**src/rtl/multi_pwm_ramp_gen.sv**
```systemverilog
// -----------------------------------------------------------------------------
// multi_pwm_ramp_gen
//
// Multi-channel RPM-to-PWM generator. A free-running period counter defines a
// fixed PWM frequency shared by every channel. At each counter wrap, every
// channel latches its command. The command is saturated to CMD_MAX, forced to
// zero while enable is low, and slew-limited by RAMP_STEP per period. The
// result is the effective command, which sets that channel's duty cycle.
//
// Parameters
//   CLK_HZ     clock frequency in Hz
//   PWM_HZ     PWM frequency in Hz; PERIOD = CLK_HZ / PWM_HZ clock cycles
//   CHANNELS   number of independent PWM outputs
//   CMD_W      width of one RPM command
//   CMD_MAX    RPM giving 100% duty. Requires PERIOD % CMD_MAX == 0 and
//              CMD_MAX + RAMP_STEP < 2**CMD_W.
//   RAMP_STEP  largest change of the effective command per period
//              (0 = no slew limit)
//
// Ports
//   clk           system clock
//   rst           synchronous, active-high reset
//   enable        run request; low ramps every channel toward 0
//   rpm_command   packed commands, channel i = [i*CMD_W +: CMD_W]
//   pwm           registered PWM outputs, one bit per channel
//   period_start  registered, high during the cycle where the counter is 0
//   cmd_eff       packed slew-limited effective commands
//   sat           registered, set when the latched command exceeded CMD_MAX
//
// Optional feature
//   PWM_PHASE_STAGGER_EN  When this macro is defined, channel i's high window
//                         starts at cnt == i*(PERIOD/CHANNELS) instead of 0.
//                         Commands are still latched at the global wrap.
// -----------------------------------------------------------------------------
module multi_pwm_ramp_gen #(
  parameter int CLK_HZ    = 50_000_000,
  parameter int PWM_HZ    = 100,
  parameter int CHANNELS  = 2,
  parameter int CMD_W     = 16,
  parameter int CMD_MAX   = 10_000,
  parameter int RAMP_STEP = 100
) (
  input  logic                      clk,
  input  logic                      rst,
  input  logic                      enable,
  input  logic [CHANNELS*CMD_W-1:0] rpm_command,
  output logic [CHANNELS-1:0]       pwm,
  output logic                      period_start,
  output logic [CHANNELS*CMD_W-1:0] cmd_eff,
  output logic [CHANNELS-1:0]       sat
);

  localparam int PERIOD = CLK_HZ / PWM_HZ;
  localparam int CNT_W  = $clog2(PERIOD);
  localparam int DUTY_W = $clog2(PERIOD + 1);
  localparam int TPU    = PERIOD / CMD_MAX;

  localparam logic [CNT_W-1:0]  CNT_LAST  = CNT_W'(PERIOD - 1);
  localparam logic [CMD_W-1:0]  CMD_MAX_C = CMD_W'(CMD_MAX);
  localparam logic [CMD_W-1:0]  STEP_C    = CMD_W'(RAMP_STEP);
  localparam logic [DUTY_W-1:0] TPU_C     = DUTY_W'(TPU);

  logic [CNT_W-1:0]    cnt_q;
  logic                wrap;
  logic [CMD_W-1:0]    eff_q [CHANNELS];
  logic [CMD_W-1:0]    eff_d [CHANNELS];
  logic [CHANNELS-1:0] sat_d;
  logic [CHANNELS-1:0] pwm_d;

  assign wrap = (cnt_q == CNT_LAST);

  // Move cur toward target by at most RAMP_STEP. Both operands are bounded by
  // CMD_MAX, so cur + STEP_C cannot overflow CMD_W bits.
  function automatic logic [CMD_W-1:0] slew(input logic [CMD_W-1:0] cur,
                                            input logic [CMD_W-1:0] target);
    logic [CMD_W-1:0] diff;
    logic             up;
    up   = (target >= cur);
    diff = up ? (target - cur) : (cur - target);
    if (RAMP_STEP == 0 || diff <= STEP_C) return target;
    return up ? (cur + STEP_C) : (cur - STEP_C);
  endfunction

  // Value that channel ch compares against its duty.
  function automatic logic [DUTY_W-1:0] phase_of(input logic [CNT_W-1:0] cnt,
                                                 input int ch);
`ifdef PWM_PHASE_STAGGER_EN
    // One extra bit holds cnt + PERIOD - offset, which is below 2*PERIOD.
    logic [CNT_W:0] sum;
    sum = (CNT_W + 1)'(cnt) + (CNT_W + 1)'(PERIOD - ch * (PERIOD / CHANNELS));
    if (sum >= (CNT_W + 1)'(PERIOD)) sum = sum - (CNT_W + 1)'(PERIOD);
    return DUTY_W'(sum);
`else
    if (ch < 0) return '0;  // never true; keeps ch referenced in this build
    return DUTY_W'(cnt);
`endif
  endfunction

  // Next effective command and saturation flag per channel. These values are
  // used only when the counter wraps.
  always_comb begin
    // NOTE: each combinational output gets a default before any branch. No
    // path can leave a value unassigned, so no latch is inferred.
    sat_d = '0;
    for (int i = 0; i < CHANNELS; i++) begin
      logic [CMD_W-1:0] cmd_i;
      logic [CMD_W-1:0] target;
      logic             over;
      cmd_i    = rpm_command[i*CMD_W +: CMD_W];
      over     = (cmd_i > CMD_MAX_C);
      target   = !enable ? '0 : (over ? CMD_MAX_C : cmd_i);
      sat_d[i] = enable && over;
      eff_d[i] = slew(eff_q[i], target);
    end
  end

  // Duty compare. The constant multiply is bounded by PERIOD, so it fits in
  // DUTY_W bits. Full duty keeps every phase below duty, so pwm never drops
  // across the wrap.
  always_comb begin
    pwm_d = '0;
    for (int i = 0; i < CHANNELS; i++) begin
      logic [DUTY_W-1:0] duty;
      duty     = DUTY_W'(eff_q[i]) * TPU_C;
      pwm_d[i] = (phase_of(cnt_q, i) < duty);
    end
  end

  // NOTE: state registers use non-blocking assignments. Every flop then
  // samples the pre-edge values, whatever the statement order.
  always_ff @(posedge clk) begin
    if (rst) begin
      cnt_q        <= '0;
      period_start <= 1'b0;
      pwm          <= '0;
      sat          <= '0;
      // NOTE: this per-channel array is reset explicitly. It is a handful of
      // flops whose zero value is visible on cmd_eff, not a RAM.
      for (int i = 0; i < CHANNELS; i++) eff_q[i] <= '0;
    end else begin
      cnt_q        <= wrap ? '0 : cnt_q + CNT_W'(1);
      period_start <= wrap;
      pwm          <= pwm_d;
      if (wrap) begin
        sat <= sat_d;
        for (int i = 0; i < CHANNELS; i++) eff_q[i] <= eff_d[i];
      end
    end
  end

  for (genvar g = 0; g < CHANNELS; g++) begin : g_eff_out
    assign cmd_eff[g*CMD_W +: CMD_W] = eff_q[g];
  end

endmodule

```
**config.mk**
```make
export PLATFORM = sky130hd
export DESIGN_NAME = multi_pwm_ramp_gen
export DESIGN_NICKNAME = d
export VERILOG_FILES = /design/src/rtl/multi_pwm_ramp_gen.sv
export SDC_FILE = /design/constraint.sdc
export NUM_CORES = 1
export LEC_CHECK = 0
export ABC_AREA = 0
export CORE_ASPECT_RATIO = 0.7
export CORE_MARGIN = 5
export CORE_UTILIZATION = 32
export CTS_CLUSTER_SIZE = 28
export DETAILED_ROUTE_END_ITERATION = 8
export HOLD_SLACK_MARGIN = 0.1
export PLACE_DENSITY = 0.51
export SLEW_MARGIN = 20
export SYNTH_ARGS = -nofsm -noshare
export SYNTH_HDL_FRONTEND = slang
export SYNTH_SLANG_ARGS = --single-unit
```
**constraint.sdc**
```tcl
create_clock -name clk -period 16 [get_ports clk]
set_input_delay 2.4 -clock clk [delete_from_list [all_inputs] [get_ports clk]]
set_output_delay 2.4 -clock clk [all_outputs]
set_load 0.01 [all_outputs]
```
==> results of run 1 <==
## cell type report
| class | instances | area (sq um) |
|---|---|---|
| multi-input combinational | 990 | 7800 |
| fill | 3239 | 19800 |
| clock inverter | 3 | 18.8 |
| clock buffer | 5 | 125 |
| inverter | 188 | 706 |
| sequential | 56 | 1440 |
| tap | 420 | 526 |
| timing repair buffer | 77 | 756 |
## per-layer routing
| metal | track usage [%] | vias to the layer above |
|---|---|---|
| met5 | 0 | - |
| met4 | 2.46 | 0 |
| met3 | 2.82 | 15 |
| met2 | 23.1 | 232 |
| met1 | 28.3 | 4255 |
| li1 | - | 4533 |
## final timing paths
path	depth (start not counted)	from	endpoint	slack (ns)
setup reg to reg	20	eff_q[0][18]	eff_q[0][30]	9.96
setup / recovery	26	rpm_command[30]	eff_q[0][30]	6.54
hold / removal	1	cnt_q[0]	cnt_q[0]	0.46
hold reg to reg	1	cnt_q[0]	cnt_q[0]	0.46
## cells in the final DEF (no fill, tap or decap), types with 14 or more instances in the layout
master	n
o21a_1	21
xnor2_1	60
ha_1	205
nand3_1	44
nand2_1	65
nand2b_1	18
o31ai_1	14
o21ai_0	78
a31oi_1	15
a21oi_1	85
clkdlybuf4s50_1	71
dfxtp_1	24
inv_1	188
edfxtp_1	32
fa_1	24
nor2_1	83
a211oi_1	15
nor3_1	24
xor2_1	36
a21o_1	46
## Yosys cell counts (3+ instances only)
library cell,number,area share (%)
ha_1,205,25
inv_1,188,7.0
a21oi_1,85,4.2
nor2_1,83,3.1
o21ai_0,78,3.9
nand2_1,65,2.4
xnor2_1,60,5.2
a21o_1,46,3.4
nand3_1,44,2.2
xor2_1,36,3.1
edfxtp_1,32,9.5
clkbuf_1,24,0.89
dfxtp_1,24,4.8
fa_1,24,4.8
nor3_1,24,1.2
o21a_1,21,1.6
nand2b_1,18,1.1
a211oi_1,15,1.1
a31oi_1,15,0.93
o31ai_1,14,1.0
mux2i_1,13,1.3
o21bai_1,12,0.89
nor2b_1,11,0.68
and3_1,9,0.56
buf_2,9,0.45
and2_1,8,0.50
nand4_1,8,0.50
or2_2,8,0.50
nor4_1,7,0.43
or3_1,7,0.43
o31a_1,6,0.52
a2111oi_0,5,0.43
a22oi_1,5,0.37
nand3b_1,5,0.37
nor4b_1,4,0.35
o211ai_1,4,0.30
o41ai_1,4,0.35
a211o_1,3,0.26
or4_1,3,0.22
## power breakdown
part	leakage [nW]	switching (W)	internal (W)
clock network	0.0736	0.0000642	0.0000583
registers	0.526	0.00000853	0.000156
logic	4.81	0.000170	0.000127
## state kept, by name, summed over array words and instances, names as in the netlist
| signal | count |
|---|---|
| eff_q | 32 |
| sat | 2 |
| pwm | 2 |
| period_start | 1 |
| cnt_q | 19 |
## per-stage QoR
stage	utilization (%)	std cells	cell area, sq um	total power, W
3_3_place_gp	36.0	1731	11200	0.000462
6_report	36.5	1739	11400	0.000584
4_1_cts	36.5	1739	11400	0.000586
3_5_place_dp	36.0	1731	11200	0.000460
2_1_floorplan	-	1271	10100	0.000382
5_1_grt	36.5	1739	11400	0.000632
## kinds of logic (layout without fill, tap and decap cells)
family | Yosys count | after routing
other | 2 | 6
XOR/XNOR | 96 | 96
multiplexers | 13 | 13
buffers and inverters | 225 | 273
flip-flops | 56 | 56
adder cells (fa/ha/maj) | 229 | 229
AO/OA/AOI/OAI | 333 | 333
AND/OR/NAND/NOR | 313 | 313
## critical path: stages
cell             delay, ns
clkdlybuf4s50_1       0.40
or2_2                 0.31
or4_1                 0.51
o31a_1                0.37
nor2b_1               0.53
nand2_1               0.17
inv_1                 0.11
ha_1                  0.24
and3_4                0.25
o21ai_0               0.14
and3_1                0.22
o31a_1                0.33
a21boi_0              0.21
o41ai_2               0.69
inv_1                 0.47
fa_1                  0.54
a21oi_1               0.16
o21bai_1              0.11
a21o_1                0.19
a21oi_1               0.21
o21ai_0               0.19
a21o_1                0.22
a21oi_1               0.22
o21ai_0               0.15
xnor2_1               0.14
nor3_1                0.06
==> reports/results.ini, run 1 <==
[status]
outcome = completed

[detailed_routing]
wl_per_cell_um = 17.5
dr.first_iter.drc_count = 801
vias = 9035
wl_met2_mm = 11.2
vias_per_cell = 5.20
drc = 0
totalWireLength_mm = 30.4
drtPass1Iterations = 5
maxUsedRoutingLayer = met4
met1_length_mm = 17.1
route.met3.wl_mm = 1.89
drtAntennaViolNets = 0

[cts]
clk_pin_slew_ns = 0.09
cts_tree = done
htreeDepth = 2
postCtsSetupRepairBufs = 0
insertion_delay_ns = 0.32
cts-root-buf = clkbuf_16
cts_sinks = 56
cts_made_buffers = 5
clock_path_buffers = 2
ctsHoldBuffers = 0
cts_resized = 0

[sta]
finalCriticalPeriod_ns = 9.46
max_freq_mhz = 106
setup_ws_ns = 6.54
hold_viol = 0
slew_headroom_pct = 42.6
fin_skew_ns = 0.00874
fin_crit_sh_pct = 59.2
tightestPinTransition_ns = 0.859
holdWs_ns = 0.455
setup_viol = 0
grt_setup_unrepaired = false
tns_ns = 0
drv_slew = 0

[pwr]
vdd_drop_max_mv = 0.0362
powerDensity_nw_per_um2 = 51.4
leakagePower_nw = 5.41

[die]
coreArea_sq_um = 31100
ios = 72
start_util_pct = 32.4
fp.dieH_um = 159
die_area_sq_um = 35200
rows = 54
die_w_um = 222

[finish]
finalNetCount = 1582
antennaDiodeCount = 0
drive_gt1_share_pct = 2.88
areaGrowthSynthToFinish_pct = 12.8

[setup_path]
crit_fanout = 11
arrival_ns = 9.53
path_class = in -> reg
worst_setup_path_end_kind = flip-flop
critPathLaunchType = input pin
worstPathRequired_ns = 16.06

[placement]
io_buffers = 71
place_ws_ns = 6.35
place_congestion = 0.958
hpwl_mm = 24.8

[synth]
synthAdderAreaFrac_pct = 30.2
ys_seq_elements = 56
synth_edf_count = 32
yosys.area_share.simple_pct = 15.5
yosysSeqAreaShare_pct = 14.3
synth-compound-area-share_pct = 21.8
synthCells = 1267
postSynth.asyncResetShare_pct = 0
syn_area_per_cell_sq_um = 7.96
muxShareOfSynthArea_pct = 1.29
ys_warn_count = 0
synthesis.area_sq_um = 10100
synthDistinctLibCells = 68
synth_ff_type = edfxtp_1
synth-xor-area-share_pct = 8.34
synth_top_family_by_area = adder cells

[global_route]
grt_pass1_vias = 8536
antenna_found_initial = 1
grt_max_degree = 46
grt_pass1_wl_mm = 48.2
overflow = 0
grt_usage_pct = 17.1

[min_path]
hp-class = reg -> reg

[job]
drv_cap = 0

(Power assumes the default switching activity.)
==> run 2, diff against run 1 <==
--- a/config.mk
+++ b/config.mk
@@ -12,7 +12,7 @@
 export CTS_CLUSTER_SIZE = 28
 export DETAILED_ROUTE_END_ITERATION = 8
 export HOLD_SLACK_MARGIN = 0.1
-export PLACE_DENSITY = 0.51
+export PLACE_DENSITY = 0.52
 export SLEW_MARGIN = 20
 export SYNTH_ARGS = -nofsm -noshare
 export SYNTH_HDL_FRONTEND = slang
==> constraint.sdc (replaced) <==
create_clock -name clk -period 8.49 [get_ports clk]
set_input_delay 1.2735 -clock clk [delete_from_list [all_inputs] [get_ports clk]]
set_output_delay 1.2735 -clock clk [all_outputs]
set_load 0.01 [all_outputs]
==> run 2 against run 1 <==
  * Cell area up 1.1%
  * Final cell count up 0.75%
  * Core utilization up 0.41 points
  * Via count down 2.2%
  * Sequential cell count unchanged
  * Total power up 94%
  * Critical endpoint is now eff_q[0][31]
  * First-iteration DRC count down 29%
  * Clock-buffer cell count unchanged
  * Combinational power up 88%
==> reports/results.ini, run 2 (synthesis results as in run 1) <==
[cts]
cts-root-buf = clkbuf_16
cts_resized = 0
cts_tree = done
cts_sinks = 56
ctsHoldBuffers = 0
insertion_delay_ns = 0.32
postCtsSetupRepairBufs = 0
cts_made_buffers = 5
htreeDepth = 2
clock_path_buffers = 2
clk_pin_slew_ns = 0.08

[setup_path]
worst_setup_path_end_kind = flip-flop
regToRegSetupSlack_ns = 3.23
arrival_ns = 7.57
crit_start = rpm_command[30]
crit_fanout = 6
critPathLaunchType = input pin
worstPathRequired_ns = 8.55
regToRegStartpoint = eff_q[0][18]
path_class = in -> reg

[global_route]
grt_usage_pct = 16.5
grt_max_degree = 46
antenna_found_initial = 0
overflow = 0
grt_pass1_wl_mm = 46.9
grt_pass1_vias = 8342

[die]
start_util_pct = 32.4
die_w_um = 222
die_area_sq_um = 35200
fp.dieH_um = 159
rows = 54
coreArea_sq_um = 31100
ios = 72

[sta]
drv_slew = 0
tns_ns = 0
fin_crit_sh_pct = 88.5
fin_skew_ns = 0.00936
max_freq_mhz = 133
grt_setup_unrepaired = false
hold_viol = 0
slew_headroom_pct = 54.6
finalCriticalPeriod_ns = 7.52
tightestPinTransition_ns = 0.676
setup_viol = 0

[min_path]
hp-class = reg -> reg
hold_start = cnt_q[0]

[placement]
place_congestion = 0.890
hpwl_mm = 24.0
io_buffers = 71

[finish]
areaGrowthSynthToFinish_pct = 14.0
multi_input_area_sq_um = 7800
regArea_sq_um = 1440
utilization_pct = 36.9
mostFrequentLayoutCell = ha_1
finalNetCount = 1595
largest_reg_flops = 32
reg_top3 = eff_q (32), cnt_q (19)
layout_common_cells = ha_1 (205), inv_1 (188), a21oi_1 (85)
fillCellCount = 3258
regMostFlops = eff_q
drive_gt1_share_pct = 3.83
antennaDiodeCount = 0

[detailed_routing]
dr.first_iter.drc_count = 572
totalWireLength_mm = 29.3
vias = 8838
drc = 0
drtAntennaViolNets = 0
drtPass1Iterations = 5
wl_per_cell_um = 16.7
vias_per_cell = 5.04

[pwr]
vdd_drop_max_mv = 0.0661
powerDensity_nw_per_um2 = 98.5
leakagePower_nw = 5.48

[job]
drv_cap = 0

[status]
outcome = completed

run 2: changes by cell type in the layout (fill, tap and decap cells not counted), sizes merged:
| cell | delta |
|---|---|
| buf | +13 |
| bufinv | +1 |
| clkinv | -1 |
run 2: routing by layer:
metal | vias to the layer above | global-route usage (%) | share of wire, %
met5 | - | 0 | 0
met4 | 0 | 2.41 | 0.95
met3 | 20 | 2.64 | 6.2
met2 | 228 | 22.0 | 36
met1 | 4027 | 27.5 | 57
li1 | 4563 | - | -
run 2: layout make-up:
type	count	area share, %
sequential	56	12.5
clock buffer	5	1.09
multi-input combinational	990	67.8
inverter	188	6.14
clock inverter	3	0.413
tap	420	4.57
timing repair buffer	90	7.42
run 2: critical path, stage by stage:
cell             delay [ns]
clkdlybuf4s50_1        0.39
or2_2                  0.31
or4_1                  0.53
o31a_1                 0.41
nor2b_1                0.31
buf_4                  0.20
nand2_1                0.07
inv_1                  0.08
ha_1                   0.30
or2_2                  0.35
a21oi_1                0.25
o31a_1                 0.31
a21boi_0               0.39
o41ai_2                0.12
inv_1                  0.16
ha_1                   0.26
a21o_1                 0.18
a21oi_1                0.21
o21bai_1               0.12
a31oi_1                0.29
o21ai_0                0.22
a21o_1                 0.22
a21o_1                 0.19
a31oi_1                0.23
xnor2_1                0.14
nor3_1                 0.06
run 2: worst paths after layout:
check / end / cells after the start
setup reg to reg: eff_q[0][31] / 20
hold / removal: cnt_q[0] / 1
hold reg to reg: cnt_q[0] / 1
setup / recovery: eff_q[0][31] / 26
run 2: stage by stage:
stage               setup slack (ns)  cells  cell area (sq um)  power [W]  hold WS [ns]
floorplan                       1.40   1271              10100   0.000720         0.418
global placement               0.851   1744              11300   0.000867         0.434
detailed placement             0.758   1744              11300   0.000866         0.445
CTS                             1.08   1752              11500    0.00114         0.458
global route                   0.607   1752              11500    0.00123         0.477
finish                         0.973   1752              11500    0.00113         0.456
run 2: power breakdown:
group          switching [W]  internal (W)
combinational       0.000316      0.000245
sequential         0.0000153      0.000293
clock               0.000122      0.000141
